[src/rtl/rob_commit_buffer.sv]
// In-order reorder buffer: allocates at tail, marks ready from the CDB, retires one entry per cycle from head.
// Define ROB_BRANCH_PRED_EN to track branch predictions and self-flush younger entries on a mispredicted retire.
module rob_commit_buffer #(
  parameter int ROB_DEPTH     = 32,
  parameter int PHY_REG_COUNT = 128,
  parameter int ARCH_WIDTH    = 5
) (
  input  logic                             clk,
  input  logic                             rst,
  input  logic                             disp_valid,
  input  logic [ARCH_WIDTH-1:0]            disp_rd_s,
  input  logic [$clog2(PHY_REG_COUNT)-1:0] disp_pd_s,
`ifdef ROB_BRANCH_PRED_EN
  input  logic                             disp_br_valid,
  input  logic                             disp_br_pred_taken,
  input  logic                             cdb_br_taken,
  output logic                             commit_mispredict,
`endif
  output logic                             disp_ready,
  output logic [$clog2(ROB_DEPTH)-1:0]     disp_rob_idx,
  input  logic                             cdb_valid,
  input  logic [$clog2(ROB_DEPTH)-1:0]     cdb_rob_idx,
  input  logic                             flush,
  output logic                             commit_valid,
  output logic [ARCH_WIDTH-1:0]            commit_rd_s,
  output logic [$clog2(PHY_REG_COUNT)-1:0] commit_pd_s,
  output logic [$clog2(ROB_DEPTH)-1:0]     commit_rob_idx,
  output logic [63:0]                      commit_order,
  output logic                             rob_empty
);

  localparam int IW = $clog2(ROB_DEPTH);
  localparam int PW = $clog2(PHY_REG_COUNT);
  localparam logic [IW:0] FULL_COUNT = (IW+1)'(ROB_DEPTH);

  logic                  valid_reg [ROB_DEPTH];
  logic                  ready_reg [ROB_DEPTH];
  logic [ARCH_WIDTH-1:0] arch_mem  [ROB_DEPTH];
  logic [PW-1:0]         phys_mem  [ROB_DEPTH];
  logic [IW-1:0]         head_reg;
  logic [IW-1:0]         tail_reg;
  logic [IW:0]           count_reg;
  logic [63:0]           order_reg;

  logic dispatch;
  logic retire;
  logic kill;

  assign disp_ready = (count_reg != FULL_COUNT);
  assign dispatch   = disp_valid && disp_ready;
  assign retire     = valid_reg[head_reg] && ready_reg[head_reg] && !flush;

`ifdef ROB_BRANCH_PRED_EN
  logic br_valid_mem [ROB_DEPTH];
  logic br_pred_mem  [ROB_DEPTH];
  logic br_taken_reg [ROB_DEPTH];
  logic mispredict;

  assign mispredict = retire && br_valid_mem[head_reg] &&
                      (br_pred_mem[head_reg] != br_taken_reg[head_reg]);
  assign commit_mispredict = mispredict;
  // A mispredicted head retires normally; everything younger is discarded at the same edge.
  assign kill = flush || mispredict;
`else
  assign kill = flush;
`endif

  genvar gi;
  generate
    for (gi = 0; gi < ROB_DEPTH; gi++) begin : g_entry
      localparam logic [IW-1:0] IDX = IW'(gi);

      always_ff @(posedge clk) begin
        if (rst || kill) begin
          valid_reg[gi] <= 1'b0;
          ready_reg[gi] <= 1'b0;
        end else if (dispatch && (tail_reg == IDX)) begin
          valid_reg[gi] <= 1'b1;
          ready_reg[gi] <= 1'b0;
        end else begin
          if (retire && (head_reg == IDX)) begin
            valid_reg[gi] <= 1'b0;
          end
          // Completions for entries that are not in flight are dropped.
          if (cdb_valid && (cdb_rob_idx == IDX) && valid_reg[gi]) begin
            ready_reg[gi] <= 1'b1;
`ifdef ROB_BRANCH_PRED_EN
            br_taken_reg[gi] <= cdb_br_taken;
`endif
          end
        end
      end
    end
  endgenerate

  // Payload needs no reset: it is only observed while the entry is valid.
  always_ff @(posedge clk) begin
    if (dispatch) begin
      arch_mem[tail_reg] <= disp_rd_s;
      phys_mem[tail_reg] <= disp_pd_s;
`ifdef ROB_BRANCH_PRED_EN
      br_valid_mem[tail_reg] <= disp_br_valid;
      br_pred_mem[tail_reg]  <= disp_br_pred_taken;
`endif
    end
  end

  always_ff @(posedge clk) begin
    if (rst) begin
      head_reg  <= '0;
      tail_reg  <= '0;
      count_reg <= '0;
      order_reg <= '0;
    end else begin
      if (retire) begin
        order_reg <= order_reg + 64'd1;
      end
      if (kill) begin
        head_reg  <= '0;
        tail_reg  <= '0;
        count_reg <= '0;
      end else begin
        if (retire) begin
          head_reg <= head_reg + IW'(1);
        end
        if (dispatch) begin
          tail_reg <= tail_reg + IW'(1);
        end
        count_reg <= count_reg + (IW+1)'(dispatch) - (IW+1)'(retire);
      end
    end
  end

  assign disp_rob_idx   = tail_reg;
  assign commit_valid   = retire;
  assign commit_rd_s    = arch_mem[head_reg];
  assign commit_pd_s    = phys_mem[head_reg];
  assign commit_rob_idx = head_reg;
  assign commit_order   = order_reg;
  assign rob_empty      = (count_reg == '0);

endmodule

[config.mk]
export PLATFORM = sky130hd
export DESIGN_NAME = rob_commit_buffer
export DESIGN_NICKNAME = d
export VERILOG_FILES = /design/src/rtl/rob_commit_buffer.sv
export SDC_FILE = /design/constraint.sdc
export NUM_CORES = 1
export LEC_CHECK = 0
export BUFFER_PORTS_ARGS = -buffer_cell sky130_fd_sc_hd__buf_2
export CAP_MARGIN = 5
export CORE_MARGIN = 2
export CORE_UTILIZATION = 40
export DETAILED_ROUTE_END_ITERATION = 6
export GPL_ROUTABILITY_DRIVEN = 1
export GPL_TIMING_DRIVEN = 1
export PLACE_DENSITY_LB_ADDON = 0.25
export SETUP_SLACK_MARGIN = 0.5
export SYNTH_ARGS = -nofsm -noshare
export SYNTH_HDL_FRONTEND = slang
export SYNTH_SLANG_ARGS = --single-unit
[constraint.sdc]
create_clock -name clk -period 7.1 [get_ports clk]
set_clock_uncertainty 0.2 [all_clocks]
set_input_delay 0.71 -clock clk [delete_from_list [all_inputs] [get_ports clk]]
set_output_delay 0.71 -clock clk [all_outputs]
set_load 0.1 [all_outputs]
==> impl_metrics.py, run 1 <==
metrics = {
    "final_layout": {
        "fin_cells": 2389,
        "layout_common_cells": "edfxtp_1 (448), mux4_2 (123), buf_2 (110)",
        "seq_area_um2": 15200,
        "drive_gt1_frac": 0.229,
        "nNetsFinal": 1642,
        "regMostFlops": "phys_mem",
        "mostFrequentLayoutCell": "edfxtp_1",
        "multi_input_area_um2": 6860,
        "syn_to_final_growth_pct": 14.2,
        "fin_util": 0.464,
        "num-fill-cells": 4876,
        "largest_reg_flops": 224,
        "n_antenna_cell": 0,
    },
    "grt": {
        "grt_pass1_vias": 13500,
        "grt_antenna_before_repair": 1,
        "grt_max_degree": 130,
        "grt_usage": 0.194,
        "overflow": 0,
        "grt_pass1_wl_um": 83900,
    },
    "logic_synthesis": {
        "yosys.area_share.adder": 0.0131,
        "avgSynthCellArea_um2": 15.2,
        "postSynth.asyncResetShare": 0,
        "ys.flop_type": "edfxtp_1",
        "seq_area_frac_synth": 0.675,
        "synth-compound-area-share": 0.0489,
        "synth-simple-area-share": 0.110,
        "ys_ff_latch": 533,
        "synthMuxAreaShare": 0.130,
        "syn_nets": 1525,
        "synth_top_family_by_area": "multiplexers",
        "syn_area_um2": 22500,
        "yosys.area_share.xor_xnor": 0.00312,
        "synthCells": 1480,
        "synth-edff-count": 448,
        "synth_warnings": 0,
        "ys_types": 52,
    },
    "clocking": {
        "cts.sinks": 533,
        "clk_path_buf_depth": 3,
        "cts_tree": "built",
        "postCtsSetupRepairBufs": 0,
        "clk_latency_ns": 0.61,
        "h-tree-depth": 2,
        "cts_resized": 0,
        "cts-root-buf": "clkbuf_16",
        "clk_pin_slew_ns": 0.06,
        "ctsHoldBuffers": 0,
        "cts_buffers": 55,
    },
    "place": {
        "hpwl_um": 33500,
        "gp_congestion": 0.835,
        "port_buffers": 110,
        "dp_cells": 2288,
    },
    "worst_setup_path": {
        "rrSetupSlack_ns": 2.83,
        "required_ns": 6.19,
        "cp.arrival_ns": 3.94,
        "path_class": "register to output port",
        "crit_path_start_kind": "register",
        "r2r_end": "count_reg[5]",
        "critPathMaxFanout": 78,
        "rr_worst_depth": 14,
        "crit_path_end_kind": "output port",
    },
    "drt": {
        "via_count": 13700,
        "drt_first_pass_iters": 5,
        "drtIter0Drc": 1322,
        "drcViolationCount": 0,
        "routedWlPerCell_um": 23.5,
        "wl_um": 56200,
        "antenna_left": 0,
        "vias_per_cell": 5.75,
    },
    "timing": {
        "period_minus_slack_ns": 4.85,
        "drv_slew": 0,
        "fmax_mhz": 206,
        "hold_viol_final": 0,
        "setup_viol": 0,
        "tns_ns": 0,
        "fin_crit_sh": 0.683,
        "relSlewSlack": 0.177,
        "rsz0062_at_grt": "false",
        "worst_slew_pin_slew_ns": 1.24,
    },
    "floorplanning": {
        "die_w_um": 241,
        "io_pins": 111,
        "rows": 86,
        "die_y_um": 241,
        "die_area_um2": 58100,
        "core_um2": 55300,
        "start_util": 0.406,
    },
    "worst_hold_path": {
        "holdPathStages": 2,
        "hold_end": "commit_order[60]",
        "hold_path_class": "register to register",
        "min_from": "commit_order[60]",
    },
    "pwr": {
        "power_density_nw_per_um2": 254,
        "leakagePower_nw": 8.12,
        "irDropWorstVdd_uv": 199,
    },
    "job": {
        "max_cap_violations": 0,
    },
    "run_status": {
        "run_status": "complete, no violations",
    },
}
[routing by layer]
| layer | global-route usage | part of all wire |
|---|---|---|
| met5 | 0 | 0.00014 |
| met2 | 0.300 | 0.47 |
| met1 | 0.281 | 0.45 |
| met4 | 0.0614 | 0.026 |
| met3 | 0.0331 | 0.060 |
[worst max-delay path, stage by stage, from the launching register on]
cell	delay [ns]
dfxtp_4	0.61
buf_4	0.94
mux4_2	0.43
mux4_2	0.53
mux2_2	0.36
buf_2	0.32
[logic make-up (layout without fill, tap and decap cells)]
kind of cell               count (synthesis)  after routing
AOI/OAI and AO/OA                        186            186
muxes                                    136            136
buffers and inverters                    112            273
and+or+nand+nor                          482            482
xor gates and xnor gates                   8              8
DFF                                      533            533
adders and majority gates                 23             23
[worst max-delay path by stage]
| stage | startpoint | to | slack (ns) | cells after the start |
|---|---|---|---|---|
| final | register | commit_pd_s[4] | 2.25 | 5 |
| after global routing | register | commit_pd_s[5] | 2.08 | 5 |
| after global placement | register | commit_pd_s[6] | 2.83 | 5 |
| after detailed placement | register | count_reg[5] | 2.81 | 14 |
| after CTS | register | commit_pd_s[6] | 2.17 | 5 |
| after floorplan | register | count_reg[4] | 3.16 | 18 |
[where the power goes]
group	switching (mW)	internal, mW	total [mW]
Clock	1.22	1.61	2.83
Sequential	0.0130	3.42	3.43
Combinational	0.198	0.0593	0.257
[cell type report]
type / count / area share
Tap cell: 748 / 0.0365
Multi-Input combinational cell: 835 / 0.268
Inverter: 23 / 0.00337
Timing Repair Buffer: 149 / 0.0334
Clock inverter: 35 / 0.0129
Clock buffer: 66 / 0.0553
Sequential cell: 533 / 0.591
[stage by stage]
step | cell area, um2 | hold slack (ns) | power (mW) | setup WS (ns)
floorplan | 22500 | 0.375 | 3.67 | 3.16
global placement | 23900 | 0.274 | 3.75 | 2.83
detailed placement | 23900 | 0.281 | 3.75 | 2.81
CTS | 25700 | 0.291 | 6.56 | 2.17
global route | 25700 | 0.314 | 6.71 | 2.08
finish | 25700 | 0.289 | 6.52 | 2.25
[cell usage after synthesis (10+ instances only)]
master,n,area [um2]
mux2_2,12,135
o21ai_1,12,60.1
or3_1,35,219
inv_1,20,75.1
o21ai_0,52,260
and3_1,13,81.3
ha_1,22,275
nor2_1,89,334
nand2_1,97,364
o31ai_1,29,218
buf_2,16,80.1
buf_1,10,37.5
nand3_1,71,355
edfxtp_1,448,13500
a21oi_1,70,350
nand4_1,30,188
dfxtp_1,85,1700
or4_1,31,233
mux4_2,123,2770
nor2b_1,10,62.6
clkbuf_1,61,229
nor3_1,67,335
No activity file was read; power rests on OpenSTA's default activity.
==> run 2, diff against run 1 <==
--- a/config.mk
+++ b/config.mk
@@ -5,6 +5,7 @@
 export SDC_FILE = /design/constraint.sdc
 export NUM_CORES = 1
 export LEC_CHECK = 0
+export ABC_AREA = 1
 export BUFFER_PORTS_ARGS = -buffer_cell sky130_fd_sc_hd__buf_2
 export CAP_MARGIN = 5
 export CORE_MARGIN = 2
==> constraint.sdc (replaced) <==
create_clock -name clk -period 4.3 [get_ports clk]
set_clock_uncertainty 0.2 [all_clocks]
set_input_delay 0.43 -clock clk [delete_from_list [all_inputs] [get_ports clk]]
set_output_delay 0.43 -clock clk [all_outputs]
set_load 0.1 [all_outputs]
==> run 2 against run 1 <==
Compared with the run above: clock-buffer cell count grew 5; via count rose by 36%; global-route usage is 3.4 points higher; final area up 6.7%; sequential power grew 65%.
==> impl_metrics.py, run 2 <==
metrics = {
    "logic_synthesis": {
        "seq_area_frac_synth": 0.627,
        "synthMuxAreaShare": 0,
        "syn_nets": 2466,
        "yosys.area_share.adder": 0.0122,
        "synth_top_area_frac": 0.556,
        "ys_types": 33,
        "synth-edff-count": 448,
        "avgSynthCellArea_um2": 9.99,
        "ys_ff_latch": 533,
        "ys.flop_type": "edfxtp_1",
        "yosys-top-cells-count": "nor2_1 (461), edfxtp_1 (448), nand2_1 (327)",
        "synth-compound-area-share": 0.106,
        "synth_area_leaders": "edfxtp_1 (56%), nor2_1 (7.2%), dfxtp_1 (7.0%), o21ai_0 (5.2%), nand2_1 (5.1%)",
        "postSynth.asyncResetShare": 0,
        "synth-simple-area-share": 0.190,
        "synth_top_family_by_area": "simple AND/OR/NAND/NOR gates",
        "synthCells": 2421,
        "synth_warnings": 0,
        "syn_area_um2": 24200,
        "yosysMostFrequentCell": "nor2_1",
        "yosys.area.top_type": "edfxtp_1",
        "yosys.area_share.xor_xnor": 0.0178,
    },
    "clocking": {
        "h-tree-depth": 2,
        "cts-root-buf": "clkbuf_16",
        "clk_path_buf_depth": 3,
        "clk_pin_slew_ns": 0.06,
        "cts_buffers": 55,
        "clk_latency_ns": 0.65,
        "cts.sinks": 533,
        "cts_tree": "built",
        "ctsHoldBuffers": 0,
        "postCtsSetupRepairBufs": 0,
    },
    "drt": {
        "drcViolationCount": 0,
        "drtIter0Drc": 1769,
        "antenna_left": 0,
        "drt_first_pass_iters": 6,
        "routedWlPerCell_um": 21.9,
        "wl_um": 73100,
        "via_count": 18700,
        "vias_per_cell": 5.63,
    },
    "worst_setup_path": {
        "rr_worst_depth": 18,
        "crit_path_start_kind": "register",
        "rrSetupSlack_ns": 0.96,
        "critPathSlowestCell": "a31oi_1",
        "critical_path.max_stage_delay_ns": 0.63,
        "path_class": "register to output port",
        "crit_chain": "inv_2, buf_6, o221ai_1, a31oi_1, a21oi_1, buf_4",
        "crit_path_end_kind": "output port",
        "critPathMaxFanout": 28,
        "cp.arrival_ns": 3.11,
        "required_ns": 3.67,
    },
    "timing": {
        "setup_viol": 0,
        "relSlewSlack": 0.299,
        "fin_crit_sh": 0.870,
        "tns_ns": 0,
        "fmax_mhz": 267,
        "rsz0062_at_grt": "true",
        "fin_ws_ns": 0.561,
        "worst_slew_pin_slew_ns": 1.05,
        "drv_slew": 0,
        "period_minus_slack_ns": 3.74,
        "hold_viol_final": 0,
    },
    "run_status": {
        "run_status": "complete, no violations",
    },
    "floorplanning": {
        "core_um2": 60000,
        "die_w_um": 250,
        "die_area_um2": 62400,
        "start_util": 0.403,
        "rows": 90,
        "io_pins": 111,
        "die_y_um": 250,
    },
    "pwr": {
        "combinationalPowerShare": 0.043,
        "power.share.clock": 0.436,
        "internal_power_mw": 8.41,
        "irDropWorstVdd_uv": 302,
        "swShare": 0.227,
        "power_density_nw_per_um2": 397,
        "seqPwrFrac": 0.521,
        "p_sw_mw": 2.47,
        "leakagePower_nw": 9.35,
    },
    "final_layout": {
        "fin_util": 0.456,
        "largest_reg_flops": 224,
        "drive_gt1_frac": 0.0994,
        "fin_cells": 3329,
        "final_area_um2": 27400,
        "syn_to_final_growth_pct": 13.3,
        "regMostFlops": "phys_mem",
        "nNetsFinal": 2545,
        "layout_common_cells": "nor2_1 (459), edfxtp_1 (448), nand2_1 (327)",
        "mostFrequentLayoutCell": "nor2_1",
    },
    "grt": {
        "grt_max_degree": 101,
        "busiest_layer": "met2",
        "grtUsageMet3": 0.0410,
        "grt_pass1_vias": 18100,
        "grt_antenna_before_repair": 0,
        "met2_usage": 0.372,
        "grt_pass1_wl_um": 109000,
        "gr-usage-met1": 0.305,
        "overflow": 0,
        "grt_usage": 0.228,
    },
    "worst_hold_path": {
        "hold_path_class": "primary input to register",
        "min_from": "disp_valid",
        "holdPathStages": 3,
    },
    "place": {
        "hpwl_um": 45100,
        "place_ws_ns": 0.950,
        "dp_cells": 3223,
        "gp_congestion": 0.914,
        "place_area_um2": 25500,
        "port_buffers": 110,
    },
    "job": {
        "max_cap_violations": 0,
    },
}
run 2: cell families after synthesis:
family,Yosys count
buffers and inverters,263
adders and majority gates,23
xor gates and xnor gates,49
and+or+nand+nor,1104
AOI/OAI and AO/OA,449
DFF,533
run 2: worst paths after layout:
path	endpoint
setup / recovery	commit_pd_s[4]
setup reg to reg	count_reg[4]
hold reg to reg	commit_order[63]
hold / removal	disp_rob_idx[0]
run 2: power by group through the flow:
stage / Sequential, mW / Clock, mW / Combinational, mW
6_report: 5.67 / 4.74 / 0.470
5_1_grt: 5.67 / 5.02 / 0.506
4_1_cts: 5.67 / 4.83 / 0.469
3_5_place_dp: 5.78 / 0 / 0.465
3_3_place_gp: 5.78 / 0 / 0.454
2_1_floorplan: 5.78 / 0 / 0.286
run 2: worst max-delay path, delay by kind of cell (launching register included):
kind                   cells  cell delay, ns
AOI/OAI and AO/OA          3            1.06
buffers and inverters      3            1.07
DFF                        1            0.32
run 2: per-layer routing:
layer	routed length [um]	share of wire
met5	0	0
met2	34300	0.47
met4	2490	0.034
met3	5490	0.075
met1	30700	0.42
run 2: final cells by class:
class | count | area, um2
Sequential cell | 533 | 15200
Antenna cell | 1 | 2.50
Tap cell | 782 | 978
Inverter | 127 | 497
Clock buffer | 71 | 1440
Multi-Input combinational cell | 1625 | 7890
Clock inverter | 32 | 348
Fill cell | 5630 | 32600
Timing Repair Buffer | 158 | 1070
run 2: through the flow:
step                      hold WS [ns]  total power, mW
after global placement           0.275             6.23
after floorplan                  0.329             6.07
after detailed placement         0.290             6.24
after global routing             0.127             11.2
after CTS                       0.0828             11.0
final                           0.0984             10.9
run 2: repair_timing:
| item | 4_1_cts | 5_1_grt |
|---|---|---|
| endpoints found under the setup margin | 11 | 12 |
| cloned | 0 | 2 |
| endpoints found under the hold margin | 0 | 0 |
| resized for setup | 7 | 13 |
| pin swaps | 0 | 0 |
==> run 3, diff against run 2 <==
--- a/config.mk
+++ b/config.mk
@@ -13,7 +13,6 @@
 export DETAILED_ROUTE_END_ITERATION = 6
 export GPL_ROUTABILITY_DRIVEN = 1
 export GPL_TIMING_DRIVEN = 1
-export PLACE_DENSITY_LB_ADDON = 0.25
 export SETUP_SLACK_MARGIN = 0.5
 export SYNTH_ARGS = -nofsm -noshare
 export SYNTH_HDL_FRONTEND = slang
==> run 3 against run 2 <==
Compared with the run above: hold slack worse by 0.011 ns; final cell count up 0.12%; non-clock buffer count up 3; combinational power up 2%; clock power up 14%; sequential share of layout area down 0.61 points; fmax up 0.75%; total power up 5.9%; critical path depth unchanged; final area up 1.1%; largest cell class unchanged; clock-buffer cell count down 3.
==> impl_metrics.py, run 3 (same netlist as run 2, synthesis figures left out) <==
metrics = {
    "run_status": {
        "run_status": "complete, no violations",
    },
    "timing": {
        "tns_ns": 0,
        "period_minus_slack_ns": 3.71,
        "rsz0062_at_grt": "true",
        "drv_slew": 0,
        "hold_viol_final": 0,
        "timing.hold.ws_ns": 0.0878,
        "fin_crit_sh": 0.863,
        "relSlewSlack": 0.271,
        "worst_slew_pin_slew_ns": 1.09,
        "setup_viol": 0,
        "fmax_mhz": 269,
    },
    "clocking": {
        "clk_path_buf_depth": 3,
        "cts.sinks": 533,
        "h-tree-depth": 2,
        "clk_pin_slew_ns": 0.06,
        "cts-root-buf": "clkbuf_16",
        "cts_buffers": 57,
        "cts_tree": "built",
        "ctsHoldBuffers": 0,
        "clk_latency_ns": 0.63,
    },
    "grt": {
        "grt_pass1_wl_um": 112000,
        "grt_antenna_before_repair": 1,
        "overflow": 0,
        "grt_usage": 0.234,
        "grt_pass1_vias": 18500,
        "grt_max_degree": 101,
    },
    "worst_hold_path": {
        "hold_path_class": "primary input to register",
    },
    "worst_setup_path": {
        "required_ns": 3.67,
        "crit_path_start_kind": "register",
        "critPathMaxFanout": 96,
        "cp.arrival_ns": 3.08,
        "path_class": "register to output port",
        "crit_path_end_kind": "output port",
    },
    "place": {
        "hpwl_um": 44800,
        "gp_congestion": 0.935,
        "port_buffers": 110,
    },
    "pwr": {
        "seqPwrFrac": 0.492,
        "leakagePower_nw": 9.48,
        "internal_power_mw": 9.00,
        "swShare": 0.220,
        "power.share.clock": 0.467,
        "combinationalPowerShare": 0.042,
        "p_sw_mw": 2.53,
        "power_density_nw_per_um2": 416,
        "irDropWorstVdd_uv": 442,
    },
    "floorplanning": {
        "start_util": 0.403,
        "die_area_um2": 62400,
        "die_w_um": 250,
        "core_um2": 60000,
        "io_pins": 111,
        "rows": 90,
        "die_y_um": 250,
    },
    "drt": {
        "vias_per_cell": 5.72,
        "drcViolationCount": 0,
        "drt_first_pass_iters": 6,
        "drtIter0Drc": 2064,
        "wl_um": 74500,
        "routedWlPerCell_um": 22.4,
        "antenna_left": 0,
        "via_count": 19100,
    },
    "final_layout": {
        "seq_area_um2": 15200,
        "largest_reg_flops": 224,
        "layout_common_cells": "nor2_1 (459), edfxtp_1 (448), nand2_1 (327)",
        "drive_gt1_frac": 0.106,
        "multi_input_area_um2": 7900,
        "num-fill-cells": 5618,
        "nNetsFinal": 2550,
        "mostFrequentLayoutCell": "nor2_1",
        "syn_to_final_growth_pct": 14.5,
        "regMostFlops": "phys_mem",
    },
    "job": {
        "max_cap_violations": 0,
    },
}
-- run 3: final timing paths --
check	slack (ns)	cells past startpoint	to	startpoint
worst min-delay path	0.09	3	disp_rob_idx[0]	disp_valid
worst max register to register	0.74	18	count_reg[4]	register
worst min register to register	0.30	2	commit_order[62]	commit_order[62]
worst max-delay path	0.59	6	commit_rd_s[0]	register
-- run 3: layout make-up --
cell class	count	share of cell area
diodes	1	0.0000904
clock buffers	68	0.0552
clock inverters	36	0.0194
inverters	127	0.0180
multi-input cells	1625	0.285
flip-flops and latches	533	0.548
well taps	782	0.0353
repair buffers	161	0.0392
-- run 3: routing by layer --
layer	GRT usage	part of all wire	wire length, um
met1	0.310	0.40	30000
met2	0.378	0.47	34900
met3	0.0448	0.091	6800
met4	0.0929	0.039	2880
met5	0	0.00017	13
-- run 3: metrics by stage --
stage | power, mW | instances | setup slack [ns] | area [um2] | utilization
2_1_floorplan | 6.07 | 2421 | 0.741 | 24200 | -
3_3_place_gp | 6.23 | 3226 | 0.694 | 25500 | 0.425
3_5_place_dp | 6.24 | 3226 | 0.668 | 25500 | 0.425
4_1_cts | 11.6 | 3331 | 0.410 | 27600 | 0.460
5_1_grt | 11.9 | 3332 | 0.456 | 27700 | 0.461
6_report | 11.5 | 3333 | 0.589 | 27700 | 0.461
-- run 3: timing repair --
item,in CTS,in global routing
buffers inserted,0,0
endpoints found under the setup margin,12,13
gates resized for setup,13,10
cloned,1,1
-- run 3: worst max-delay path, stage by stage, from the launching register on --
cell and delay [ns]:
dfxtp_4 0.64, buf_16 0.44, o21ai_0 0.17, o221ai_1 0.29, a31oi_1 0.23, a21oi_1 0.39
buf_12 0.23
-- run 3: power groups by stage --
stage,sequential (mW),combinational [mW],clock (mW)
CTS,5.67,0.473,5.46
detailed placement,5.78,0.466,0
floorplan,5.78,0.286,0
global placement,5.78,0.457,0
finish,5.67,0.479,5.38
global route,5.67,0.512,5.68
